--- src/rtl/chip_test_sequencer.sv ---
// chip_test_sequencer: top-level controller for the chip checker.
// A rising edge on Start selects one of NUM_CHIPS tester slots (ChipSel)
// and sends it a one-cycle Run pulse. The controller then waits a bounded
// time for that slot's Done, captures its RSLT, and sends it a one-cycle
// DISP_RSLT release. The outcome is held for the LEDs until Ack rises.
//   Clk, Reset          : clock, synchronous active-high reset
//   Start, Ack          : user buttons (level, already synchronised)
//   ChipSel             : index of the tester slot to run
//   Run_out, DISP_RSLT  : one-hot single-cycle strobes to the selected slot
//   Done_in, RSLT_in    : per-slot done and pass(1)/fail(0) from the testers
//   Busy, Result_valid  : test in progress / outcome on display
//   Pass, Fail, Timeout, Bad_sel, Cycles : outcome of the last test
module chip_test_sequencer #(
   parameter int unsigned NUM_CHIPS      = 8,
   parameter int unsigned SEL_W          = 3,
   parameter int unsigned TO_W           = 10,
   parameter int unsigned TIMEOUT_CYCLES = 1000
) (
   input  logic                 Clk,
   input  logic                 Reset,
   input  logic                 Start,
   input  logic                 Ack,
   input  logic [SEL_W-1:0]     ChipSel,
   output logic [NUM_CHIPS-1:0] Run_out,
   input  logic [NUM_CHIPS-1:0] Done_in,
   input  logic [NUM_CHIPS-1:0] RSLT_in,
   output logic [NUM_CHIPS-1:0] DISP_RSLT,
   output logic                 Busy,
   output logic                 Result_valid,
   output logic                 Pass,
   output logic                 Fail,
   output logic                 Timeout,
   output logic                 Bad_sel,
   output logic [TO_W-1:0]      Cycles
);

   typedef enum logic [2:0] {
      S_IDLE, S_LAUNCH, S_WAIT, S_CAPTURE, S_SHOW
   } state_e;

   localparam logic [TO_W-1:0] CNT_LAST = TO_W'(TIMEOUT_CYCLES - 1);
   localparam logic [TO_W-1:0] CNT_MAX  = '1;

   state_e               state_q, state_d;
   logic [SEL_W-1:0]     sel_q, sel_d;
   logic [TO_W-1:0]      cnt_q, cnt_d;
   logic                 start_prev_q, start_prev_d;
   logic                 ack_prev_q, ack_prev_d;
   logic [NUM_CHIPS-1:0] run_q, run_d;
   logic [NUM_CHIPS-1:0] disp_q, disp_d;
   logic                 busy_q, busy_d;
   logic                 valid_q, valid_d;
   logic                 pass_q, pass_d;
   logic                 fail_q, fail_d;
   logic                 timeout_q, timeout_d;
   logic                 bad_q, bad_d;
   logic [TO_W-1:0]      cycles_q, cycles_d;

   logic                 start_rise_c, ack_rise_c;
   logic [NUM_CHIPS-1:0] sel_oh_c;
   logic                 done_sel_c, rslt_sel_c;

   // Edge detection and selected-slot views (non-selected slots masked off)
   always_comb begin
      start_rise_c = Start & ~start_prev_q;
      ack_rise_c   = Ack & ~ack_prev_q;
      sel_oh_c     = NUM_CHIPS'(1) << sel_q;
      done_sel_c   = |(Done_in & sel_oh_c);
      rslt_sel_c   = |(RSLT_in & sel_oh_c);
   end

   // Next-state and registered-output logic; outputs track the next state
   always_comb begin
      state_d      = state_q;
      sel_d        = sel_q;
      cnt_d        = cnt_q;
      start_prev_d = Start;
      ack_prev_d   = Ack;
      run_d        = '0;
      disp_d       = '0;
      pass_d       = pass_q;
      fail_d       = fail_q;
      timeout_d    = timeout_q;
      bad_d        = bad_q;
      cycles_d     = cycles_q;

      case (state_q)
         S_IDLE: begin
            if (start_rise_c) begin
               sel_d     = ChipSel;
               pass_d    = 1'b0;
               fail_d    = 1'b0;
               timeout_d = 1'b0;
               bad_d     = 1'b0;
               cycles_d  = '0;
               if (32'(ChipSel) >= NUM_CHIPS) begin
                  bad_d   = 1'b1;
                  fail_d  = 1'b1;
                  state_d = S_SHOW;
               end else begin
                  run_d   = NUM_CHIPS'(1) << ChipSel;
                  state_d = S_LAUNCH;
               end
            end
         end
         S_LAUNCH: begin
            cnt_d   = '0;
            state_d = S_WAIT;
         end
         S_WAIT: begin
            // Done takes priority over a timeout in the same cycle
            if (done_sel_c) begin
               cycles_d = cnt_q;
               disp_d   = sel_oh_c;
               state_d  = S_CAPTURE;
            end else if (cnt_q == CNT_LAST) begin
               cycles_d  = cnt_q;
               timeout_d = 1'b1;
               fail_d    = 1'b1;
               state_d   = S_SHOW;
            end else if (cnt_q != CNT_MAX) begin
               cnt_d = cnt_q + TO_W'(1);
            end
         end
         S_CAPTURE: begin
            // RSLT is sampled a cycle after Done so the tester's flop has settled
            pass_d  = rslt_sel_c;
            fail_d  = ~rslt_sel_c;
            state_d = S_SHOW;
         end
         S_SHOW: begin
            if (ack_rise_c) begin
               state_d = S_IDLE;
            end
         end
         default: state_d = S_IDLE;
      endcase

      busy_d  = (state_d == S_LAUNCH) || (state_d == S_WAIT) || (state_d == S_CAPTURE);
      valid_d = (state_d == S_SHOW);
   end

   // State and output registers; button history starts high so a held button must be released
   always_ff @(posedge Clk) begin
      if (Reset) begin
         state_q      <= S_IDLE;
         sel_q        <= '0;
         cnt_q        <= '0;
         start_prev_q <= 1'b1;
         ack_prev_q   <= 1'b1;
         run_q        <= '0;
         disp_q       <= '0;
         busy_q       <= 1'b0;
         valid_q      <= 1'b0;
         pass_q       <= 1'b0;
         fail_q       <= 1'b0;
         timeout_q    <= 1'b0;
         bad_q        <= 1'b0;
         cycles_q     <= '0;
      end else begin
         state_q      <= state_d;
         sel_q        <= sel_d;
         cnt_q        <= cnt_d;
         start_prev_q <= start_prev_d;
         ack_prev_q   <= ack_prev_d;
         run_q        <= run_d;
         disp_q       <= disp_d;
         busy_q       <= busy_d;
         valid_q      <= valid_d;
         pass_q       <= pass_d;
         fail_q       <= fail_d;
         timeout_q    <= timeout_d;
         bad_q        <= bad_d;
         cycles_q     <= cycles_d;
      end
   end

   assign Run_out      = run_q;
   assign DISP_RSLT    = disp_q;
   assign Busy         = busy_q;
   assign Result_valid = valid_q;
   assign Pass         = pass_q;
   assign Fail         = fail_q;
   assign Timeout      = timeout_q;
   assign Bad_sel      = bad_q;
   assign Cycles       = cycles_q;

endmodule

--- config.mk ---
export PLATFORM = sky130hd
export DESIGN_NAME = chip_test_sequencer
export DESIGN_NICKNAME = d
export VERILOG_FILES = /design/src/rtl/chip_test_sequencer.sv
export SDC_FILE = /design/constraint.sdc
export NUM_CORES = 1
export LEC_CHECK = 0
export BUFFER_PORTS_ARGS = -buffer_cell sky130_fd_sc_hd__buf_2
export CORE_ASPECT_RATIO = 0.75
export CORE_MARGIN = 2
export CORE_UTILIZATION = 56
export DETAILED_ROUTE_END_ITERATION = 12
export PLACE_DENSITY = 0.9
export SYNTH_ARGS = -nofsm -noshare
export SYNTH_HDL_FRONTEND = slang
export SYNTH_SLANG_ARGS = --single-unit
--- constraint.sdc ---
create_clock -name Clk -period 3.2 [get_ports Clk]
set_input_delay 0.64 -clock Clk [delete_from_list [all_inputs] [get_ports Clk]]
set_output_delay 0.64 -clock Clk [all_outputs]
set_load 0.01 [all_outputs]
# Word level (Yosys, flattened, before mapping)
# Cells that the tools add are included.
[word_totals]
n_memories = 0
ramBits = 0
inputBits = 23
romBits = 0
register_bits = 49
latchBits = 0
[classes]
eq_ne = 16
add_sub_neg = 1
n_reduce_logical = 17
shifts = 2
bitwise_logic = 11
magnitude_cmp = 0
div = 0
mul = 0
muxes = 19
[op_table]
columns = ["operator", "count"]
rows = [
  ["$mux W10", 6],
  ["$pmux W10 S2", 2],
  ["$and A8 B8 Y8", 2],
  ["$reduce_or A8 Y1", 2],
  ["$shl A1 B3 Y8 const A", 2],
  ["$pmux W3 S5", 1],
  ["$eq A3 B2 Y1 const B", 4],
  ["$mux W3", 4],
  ["$reduce_and A4 Y1", 3],
  ["$add A10 B1 Y10 const B", 1],
  ["$eq A10 B10 Y1 const B", 1],
  ["$ne A10 B10 Y1 const B", 1],
  ["$ne A2 B2 Y1 const B", 5],
  ["$not A1 Y1", 7],
  ["$eq A3 B1 Y1 const B", 2],
  ["$eq A3 B3 Y1 const B", 2],
  ["$reduce_bool A2 Y1", 3],
  ["$reduce_or A3 Y1", 2],
  ["$pmux W1 S2", 2],
  ["$reduce_and A2 Y1", 2],
  ["$logic_not A3 Y1", 1],
  ["$mux W1", 3],
  ["$ne A3 B3 Y1 const B", 1],
  ["$pmux W1 S3", 1],
  ["4 further kinds", 6],
]

# Longest topological paths before layout
# Gate-level depths: netlist of run 1.
[depth]
ltp_word = 8
depth_mapped = 8

# Worst setup path before layout of run 1
# OpenSTA, ideal clock, no wires.
[synth_timing]
kind = "input-to-reg"
start = "input port Done_in[5]"
end = "register cnt_q[8]"
setup_time_ns = 0.070
t_required_ns = 3.130
arrival_ns = 1.951
stages = 7
path_slack_ns = 1.179
n_path_buf = 2
path_cell_list = "mux2i_1 nand3b_2 and4_4 buf_6 buf_6 or4_1 a21oi_1"
[synth_via]
elab_chain_len = 4
[synth_rtl]
columns = ["element", "line_no", "rtl"]
rows = [
  ["start, declared", "25", "input logic [NUM_CHIPS-1:0] Done_in,"],
  ["$and A8 B8 Y8", "68", "done_sel_c = |(Done_in & sel_oh_c);"],
  ["$reduce_or A8 Y1", "68", ""],
  ["$ne A2 B2 Y1 (no line)", "n/a", ""],
  ["$reduce_and A4 Y1 (no line)", "n/a", ""],
  ["end signal, assigned", "163", "cnt_q <= cnt_d;"],
  ["end, declared", "46", "logic [TO_W-1:0] cnt_q, cnt_d;"],
]
# Every way passes these cells.
# A chain may end at the register's enable or synchronous reset.

# Final worst setup path of run 1
[layout_timing]
start = "register state_q[1]"
end = "register cnt_q[6]"
[layout_via]
elab_chain_len = 3
[layout_rtl]
columns = ["element", "line_no", "rtl"]
rows = [
  ["start, declared", "44", "state_e state_q, state_d;"],
  ["start signal, assigned", "161", "state_q <= state_d;"],
  ["$eq A3 B2 Y1 or $eq A3 B1 Y1 (tied branches)", "87", "case (state_q)"],
  ["$ne A2 B2 Y1 (no line) or $reduce_bool A2 Y1 (tied branches)", "n/a", ""],
  ["$reduce_and A4 Y1 (no line)", "n/a", ""],
]
# Several ways; a longest one is shown, not always the timed one.

==> results of run 1 <==
## through the flow
step | instance area [um2] | cells | power (mW)
after global routing | 2520 | 337 | 1.14
after global placement | 2420 | 329 | 0.719
after detailed placement | 2420 | 329 | 0.721
after floorplan | 2180 | 240 | 0.696
after CTS | 2520 | 337 | 1.10
final | 2520 | 337 | 1.09
## worst register-to-register path: stages, from the launching register on
cell,delay [ns]
dfxtp_1,0.52
nor3b_2,0.40
a2bb2oi_1,0.13
nor2_1,0.72
or4_1,0.23
a21oi_1,0.07
## layer usage
| layer | share of wire [%] | up-vias |
|---|---|---|
| met5 | 0 | - |
| met4 | 0.89 | 0 |
| met3 | 7.1 | 5 |
| met2 | 44 | 69 |
| met1 | 48 | 867 |
| li1 | - | 938 |
## worst min-delay path by stage
| stage | from | to | slack (ns) | depth (start not counted) |
|---|---|---|---|---|
| 2_1_floorplan | ack_prev_q | Result_valid | 0.45 | 2 |
| 3_3_place_gp | Cycles[5] | Cycles[5] | 0.46 | 2 |
| 3_5_place_dp | Cycles[0] | Cycles[0] | 0.46 | 2 |
| 4_1_cts | Cycles[8] | Cycles[8] | 0.48 | 2 |
| 5_1_grt | Cycles[9] | Cycles[9] | 0.50 | 2 |
| 6_report | Cycles[4] | Cycles[4] | 0.48 | 2 |
## layout by cell type (no fill, tap or decap), types with 2 or more instances in the layout
master / n
and2_1: 2
nand4_1: 5
nor3_1: 7
o31ai_1: 10
mux2i_1: 16
mux4_2: 2
nor3b_2: 2
clkbuf_8: 7
nor2b_1: 3
dfxtp_1: 49
nor4b_1: 2
a22oi_1: 2
inv_1: 3
nand2_1: 26
nand3_1: 7
buf_2: 53
a31oi_1: 2
or2_2: 4
buf_4: 2
and3_1: 3
nand2b_1: 16
nor3b_1: 3
o21ai_0: 3
nor2_1: 16
a21oi_1: 17
nand3b_1: 2
or4_1: 9
## state kept, by name, summed over array words and instances (netlist names)
name,cells
start_prev_q,1
DISP_RSLT,8
Timeout,1
Pass,1
Run_out,8
Result_valid,1
Fail,1
Busy,1
state_q,3
sel_q,3
Cycles,10
ack_prev_q,1
cnt_q,10
## kinds of logic (layout without fill, tap and decap cells)
family	count (synthesis)	after routing	synth area share [%]
AO/OA/AOI/OAI	37	37	10.4
buffers and inverters	21	66	5.17
multiplexers	19	19	9.93
other	1	1	0.172
AND/OR/NAND/NOR	112	112	28.7
flip-flops	49	49	45.0
adder cells (fa/ha/maj)	1	1	0.574
## power by group through the flow
stage / clock network [mW] / logic [mW] / registers (mW)
2_1_floorplan: 0 / 0.0637 / 0.632
3_3_place_gp: 0 / 0.0816 / 0.637
3_5_place_dp: 0 / 0.0832 / 0.638
4_1_cts: 0.394 / 0.0839 / 0.623
5_1_grt: 0.422 / 0.0919 / 0.625
6_report: 0.385 / 0.0846 / 0.623
## layout make-up
type	count	share of cell area (%)
well taps	52	2.58
repair buffers	55	11.1
clock inverters	1	0.198
clock buffers	7	3.82
inverters	3	0.446
multi-input cells	170	43.0
flip-flops and latches	49	38.9
==> flow_metrics.env, run 1 <==
export IMPL_synthesis_area_um2=2180
export IMPL_busiest_layer="met2"
export IMPL_crit_path_start_kind="flop"
export IMPL_antenna_cells=0
export IMPL_synth_area_top_cells="dfxtp_1, mux2i_1, nand2b_1"
export IMPL_synthesis_nets=264
export IMPL_yosys_area_top_type_share_pct=45.0
export IMPL_synth_most_common_cell="dfxtp_1"
export IMPL_setup_viol=0
export IMPL_rrSetupSlack_ns=1.03
export IMPL_drive_gt1_share_pct=26.3
export IMPL_antenna_found_initial=0
export IMPL_crit_cells=5
export IMPL_synth_yosys_warnings=0
export IMPL_clk_latency_ns=0.30
export IMPL_max_freq_mhz=460
export IMPL_cp_endpoint="cnt_q[6]"
export IMPL_cts_made_buffers=5
export IMPL_r2r_start="state_q[1]"
export IMPL_die_x_um=76.0
export IMPL_use_met3_pct=5.14
export IMPL_power_switching_mw=0.244
export IMPL_period_minus_slack_ns=2.17
export IMPL_drc=0
export IMPL_syn_to_final_growth_pct=15.8
export IMPL_use_met2_pct=32.3
export IMPL_p_leak_nw=1.03
export IMPL_nets=308
export IMPL_worstPathCellList="nor3b_2 > a2bb2oi_1 > nor2_1 > or4_1 > a21oi_1"
export IMPL_setup_tns_final_ns=0
export IMPL_critPathTopFamily="simple AND/OR/NAND/NOR gates"
export IMPL_start_util_pct=59.2
export IMPL_clockPowerShare_pct=35.2
export IMPL_cts_tree="built"
export IMPL_root_buffer="clkbuf_8"
export IMPL_place_congestion=0.832
export IMPL_maxSlewViolCount=0
export IMPL_power_density_nw_per_um2=433
export IMPL_grt_pass1_wl_um=7470
export IMPL_pin_count=55
export IMPL_fin_hold_ws_ns=0.477
export IMPL_reg2reg_depth=5
export IMPL_die_y_um=58.0
export IMPL_max_slew_worst_pin_slew_ns=0.920
export IMPL_hold_violations=0
export IMPL_cts_resized=0
export IMPL_crit_fanout=16
export IMPL_post_place_ws_ns=1.09
export IMPL_synth_main_ff_cell="dfxtp_1"
export IMPL_dr_pass1_iters=4
export IMPL_cp_arrival_ns=2.35
export IMPL_htree_levels=2
export IMPL_comb_power_share_pct=7.7
export IMPL_cts_setup_buffers=0
export IMPL_maxCapViolations=0
export IMPL_crit_buf_inv=0
export IMPL_fillCellCount=291
export IMPL_avgSynthCellArea_um2=9.08
export IMPL_status="completed"
export IMPL_critical_path_class="flop to flop"
export IMPL_peakVddDrop_mv=0.361
export IMPL_synthCells=240
export IMPL_slew_headroom_pct=38.5
export IMPL_fin_util_pct=68.5
export IMPL_crit_path_max_incr_delay_ns=0.72
export IMPL_routed_wl_um=4490
export IMPL_crit_start="state_q[1]"
export IMPL_synth_seq_area_share_pct=45.0
export IMPL_switching_share_pct=22.3
export IMPL_grt_use_total_pct=21.2
export IMPL_regArea_um2=981
export IMPL_routedWlPerCell_um=13.3
export IMPL_num_rows=19
export IMPL_dieArea_um2=4410
export IMPL_internal_power_mw=0.849
export IMPL_grt_max_degree=33
export IMPL_cts_max_path_buffers=2
export IMPL_worst_slack_ns=1.03
export IMPL_grt_pass1_vias=1668
export IMPL_clk_pin_slew_ns=0.08
export IMPL_synth_edf_count=0
export IMPL_required_ns=3.38
export IMPL_viasPerCell=5.58
export IMPL_multi_input_area_um2=1090
export IMPL_grt_use_met1_pct=29.6
export IMPL_grt_overflow_total=0
export IMPL_hold_path_class="flop to flop"
export IMPL_portBuffers=53
export IMPL_clock_sinks=49
export IMPL_p_seq_share_pct=57.0
export IMPL_vias=1879
export IMPL_postCtsHoldBufs=0
export IMPL_rr_endpoint="cnt_q[6]"
export IMPL_ys_ff_latch=49
export IMPL_final_period_utilization_pct=67.9
export IMPL_synth_top_cell_by_area="dfxtp_1"
export IMPL_cp_slowest_cell="nor2_1"
export IMPL_core_area_um2=3680
export IMPL_critPathCaptureType="flop"
export IMPL_post_dp_hpwl_um=3190
export IMPL_rsz0062_at_grt="no"
export IMPL_async_reset_ff_share_pct=0
export IMPL_drt_iter0_markers=75
export IMPL_antenna_left=0
export IMPL_skew_ns=0.00538
export IMPL_synthTopCellsByCount="dfxtp_1, nand2_1, a21oi_1"
export IMPL_post_synth_num_cell_types=40
Note: power is estimated with default switching activity, not from simulation.
==> inputs of run 2 (changes only) <==
Settings changed: CORE_UTILIZATION 56 to 52, PLACE_DENSITY 0.9 to 0.84.
Clock period 3.2 ns to 2.2 ns, I/O delays scaled along.
==> flow_metrics.env, run 2 (synthesized netlist as in run 1, its figures left out) <==
export IMPL_status="completed"
export IMPL_rr_endpoint="cnt_q[5]"
export IMPL_postCtsHoldBufs=0
export IMPL_die_x_um=78.8
export IMPL_cp_slowest_cell="dfxtp_1"
export IMPL_core_area_um2=4030
export IMPL_die_y_um=60.1
export IMPL_grt_max_degree=32
export IMPL_pin_count=55
export IMPL_viasPerCell=5.34
export IMPL_vias=1844
export IMPL_max_slew_worst_pin_slew_ns=0.535
export IMPL_cts_tree="built"
export IMPL_drt_iter0_markers=91
export IMPL_drive_gt1_share_pct=27.9
export IMPL_rsz0062_at_grt="no"
export IMPL_maxUsedRoutingLayer="met4"
export IMPL_final_common_cell="buf_2"
export IMPL_reg2reg_depth=5
export IMPL_worst_slack_ns=0.234
export IMPL_post_dp_hpwl_um=3060
export IMPL_final_period_utilization_pct=89.4
export IMPL_antenna_found_initial=0
export IMPL_routed_wl_um=4250
export IMPL_skew_ns=0.00934
export IMPL_dr_pass1_iters=4
export IMPL_slew_headroom_pct=64.3
export IMPL_drc=0
export IMPL_period_minus_slack_ns=1.97
export IMPL_power_density_nw_per_um2=645
export IMPL_fin_util_pct=64.1
export IMPL_clk_latency_ns=0.30
export IMPL_antenna_left=0
export IMPL_worstPathCellList="nor3b_2 > a2bb2oi_1 > nor2_2 > or4_1 > a21oi_1"
export IMPL_crit_buf_inv=0
export IMPL_dieArea_um2=4730
export IMPL_clock_sinks=49
export IMPL_critical_path_class="flop to flop"
export IMPL_r2r_start="state_q[0]"
export IMPL_min_from="Start"
export IMPL_place_congestion=0.896
export IMPL_start_util_pct=54.1
export IMPL_peakVddDrop_mv=0.529
export IMPL_crit_path_start_kind="flop"
export IMPL_cp_arrival_ns=2.20
export IMPL_crit_path_max_incr_delay_ns=0.51
export IMPL_hold_path_class="input pin to flop"
export IMPL_syn_to_final_growth_pct=18.5
export IMPL_routedWlPerCell_um=12.3
export IMPL_grt_overflow_total=0
export IMPL_wl_met2_um=1770
export IMPL_nets=313
export IMPL_grt_pass1_vias=1559
export IMPL_hold_depth=2
export IMPL_crit_fanout=16
export IMPL_wl_met3_um=229
export IMPL_antenna_cells=0
export IMPL_root_buffer="clkbuf_8"
export IMPL_design_area_um2=2580
export IMPL_p_leak_nw=1.05
export IMPL_num_rows=20
export IMPL_final_cell_mix="buf_2, dfxtp_1, nand2_1"
export IMPL_clk_pin_slew_ns=0.09
export IMPL_maxSlewViolCount=0
export IMPL_htree_levels=2
export IMPL_worstHoldEndpoint="start_prev_q"
export IMPL_setup_tns_final_ns=0
export IMPL_wl_met1_um=2210
export IMPL_setup_viol=0
export IMPL_portBuffers=53
export IMPL_required_ns=2.43
export IMPL_rrSetupSlack_ns=0.23
export IMPL_critPathCaptureType="flop"
export IMPL_hold_violations=0
export IMPL_place_area_um2=2460
export IMPL_grt_pass1_wl_um=7120
export IMPL_cts_max_path_buffers=2
export IMPL_critPathTopFamily="simple AND/OR/NAND/NOR gates"
export IMPL_cts_made_buffers=5
export IMPL_maxCapViolations=0
export IMPL_post_place_ws_ns=0.207
export IMPL_max_freq_mhz=509
export IMPL_grt_use_total_pct=19.2
==> run 2: power by group <==
group | switching (mW) | internal, mW | total [mW] | leakage (nW)
sequential | 0.00829 | 0.895 | 0.903 | 0.396
clock | 0.293 | 0.340 | 0.633 | 0.0543
combinational | 0.0698 | 0.0602 | 0.130 | 0.602
total | 0.371 | 1.29 | 1.67 | 1.05
==> run 2: routing by layer <==
layer | vias up | track usage, %
li1 | 955 | -
met1 | 834 | 28.7
met2 | 48 | 27.4
met3 | 7 | 4.53
met4 | 0 | 6.02
met5 | - | 0
==> run 2: how the worst max path moves through the flow <==
stage                     depth (start not counted)       end       start  slack, ns
after floorplan                                   8  cnt_q[8]    sel_q[0]       0.25
after global placement                            5  cnt_q[3]  state_q[0]       0.32
after detailed placement                          5  cnt_q[8]  state_q[0]       0.21
after CTS                                         5  cnt_q[8]  state_q[0]       0.19
after global routing                              5  cnt_q[4]  state_q[0]       0.03
final                                             5  cnt_q[5]  state_q[0]       0.23
==> run 2: cell type report <==
class	instances	area (um2)
Fill cell	349	1450
Multi-Input combinational cell	170	1090
Sequential cell	49	981
Timing Repair Buffer	60	318
Clock buffer	5	68.8
Tap cell	55	68.8
Clock inverter	3	46.3
Inverter	3	11.3
==> run 2: metrics by stage <==
| stage | hold WS, ns | total power [mW] | std cells |
|---|---|---|---|
| after global placement | 0.456 | 1.05 | 337 |
| after floorplan | 0.454 | 1.01 | 240 |
| final | 0.336 | 1.67 | 345 |
| after CTS | 0.331 | 1.68 | 345 |
| after detailed placement | 0.460 | 1.05 | 337 |
| after global routing | 0.333 | 1.73 | 345 |
==> run 2: what timing repair did <==
item	CTS	global route
resized for setup	0	1
setup endpoints to repair	0	7
setup buffers	0	0
==> inputs of run 3 (changes only) <==
Settings changed: MAX_ROUTING_LAYER set to met4.
==> flow_metrics.env, run 3 (synthesized netlist as in run 1, its figures left out) <==
export IMPL_status="completed"
export IMPL_cts_made_buffers=5
export IMPL_routedWlPerCell_um=12.3
export IMPL_die_y_um=60.1
export IMPL_crit_path_max_incr_delay_ns=0.52
export IMPL_max_slew_worst_pin_slew_ns=0.531
export IMPL_cp_arrival_ns=2.21
export IMPL_grt_pass1_vias=1558
export IMPL_skew_ns=0.00936
export IMPL_root_buffer="clkbuf_8"
export IMPL_fin_total_pwr_mw=1.67
export IMPL_final_period_utilization_pct=90.0
export IMPL_routed_wl_um=4240
export IMPL_grt_overflow_total=0
export IMPL_switching_share_pct=22.3
export IMPL_drc=0
export IMPL_viasPerCell=5.35
export IMPL_die_x_um=78.8
export IMPL_required_ns=2.43
export IMPL_grt_use_total_pct=19.8
export IMPL_setup_tns_final_ns=0
export IMPL_vias=1845
export IMPL_critPathCaptureType="flop"
export IMPL_p_seq_share_pct=54.2
export IMPL_crit_buf_inv=0
export IMPL_max_freq_mhz=505
export IMPL_maxCapViolations=0
export IMPL_start_util_pct=54.1
export IMPL_cts_max_path_buffers=2
export IMPL_power_density_nw_per_um2=645
export IMPL_syn_to_final_growth_pct=18.5
export IMPL_nets=313
export IMPL_setup_viol=0
export IMPL_fillCellCount=349
export IMPL_final_common_cell="buf_2"
export IMPL_clk_pin_slew_ns=0.09
export IMPL_grt_pass1_wl_um=7130
export IMPL_clockPowerShare_pct=38.0
export IMPL_worstPathCellList="nor3b_2 > a2bb2oi_1 > nor2_2 > or4_1 > a21oi_1"
export IMPL_portBuffers=53
export IMPL_critical_path_class="flop to flop"
export IMPL_clk_latency_ns=0.30
export IMPL_pin_count=55
export IMPL_critPathTopFamily="simple AND/OR/NAND/NOR gates"
export IMPL_dr_pass1_iters=4
export IMPL_slew_headroom_pct=64.6
export IMPL_comb_power_share_pct=7.8
export IMPL_post_dp_hpwl_um=3060
export IMPL_period_minus_slack_ns=1.98
export IMPL_peakVddDrop_mv=0.530
export IMPL_placedCellCount=337
export IMPL_power_switching_mw=0.372
export IMPL_drt_iter0_markers=89
export IMPL_final_cell_mix="buf_2, dfxtp_1, nand2_1"
export IMPL_dieArea_um2=4730
export IMPL_crit_fanout=16
export IMPL_hold_path_class="input pin to flop"
export IMPL_core_area_um2=4030
export IMPL_p_leak_nw=1.05
export IMPL_clock_sinks=49
export IMPL_place_congestion=0.911
export IMPL_antenna_left=0
export IMPL_cts_setup_buffers=0
export IMPL_crit_path_start_kind="flop"
export IMPL_internal_power_mw=1.29
export IMPL_drive_gt1_share_pct=27.9
export IMPL_antenna_found_initial=0
export IMPL_grt_max_degree=32
export IMPL_maxSlewViolCount=0
export IMPL_cp_slowest_cell="dfxtp_1"
export IMPL_hold_violations=0
export IMPL_rsz0062_at_grt="no"
export IMPL_finalNonFillerCells=345
export IMPL_num_rows=20
export IMPL_antenna_cells=0
export IMPL_cts_tree="built"
export IMPL_htree_levels=2
==> run 3: cell counts in the layout (fill, tap and decap cells not counted) <==
Identical to the previous run, type by type.
==> run 3: path summary, 6_finish.rpt <==
kind | from | endpoint | slack, ns | cells after the start
worst min register to register | Cycles[3] | Cycles[3] | 0.47 | 2
worst max-delay path | state_q[0] | cnt_q[5] | 0.22 | 5
worst max register to register | state_q[0] | cnt_q[5] | 0.22 | 5
worst min-delay path | Start | start_prev_q | 0.34 | 2
==> run 3: power groups by stage <==
stage	Clock (mW)	Combinational [mW]	Sequential (mW)
2_1_floorplan	0	0.0926	0.920
3_3_place_gp	0	0.127	0.923
3_5_place_dp	0	0.129	0.924
4_1_cts	0.646	0.130	0.903
5_1_grt	0.687	0.142	0.905
6_report	0.634	0.130	0.903
==> run 3: cell type report <==
class | count | area, um2 | area share [%]
sequential | 49 | 981 | 38.0
clock inverter | 3 | 46.3 | 1.79
tap | 55 | 68.8 | 2.66
inverter | 3 | 11.3 | 0.436
multi-input combinational | 170 | 1090 | 42.2
timing repair buffer | 60 | 318 | 12.3
clock buffer | 5 | 68.8 | 2.66
==> run 3: repair_timing <==
action	4_1_cts	5_1_grt
hold endpoints to repair	0	0
gates resized for setup	0	1
hold buffers	0	0
endpoints found under the setup margin	0	7
==> run 3: per-layer routing <==
layer,track usage (%),up-vias,wire length (um)
li1,-,954,-
met1,28.7,843,2220
met2,27.4,41,1780
met3,4.53,7,189
met4,6.02,0,52
met5,-,-,0
==> run 3: per-stage QoR <==
stage | cell area, um2 | utilization, % | hold slack [ns] | setup WS (ns)
global placement | 2460 | 61.2 | 0.456 | 0.320
finish | 2580 | 64.1 | 0.336 | 0.221
global route | 2580 | 64.1 | 0.333 | 0.0283
floorplan | 2180 | - | 0.454 | 0.249
detailed placement | 2460 | 61.2 | 0.460 | 0.207
CTS | 2580 | 64.0 | 0.331 | 0.188
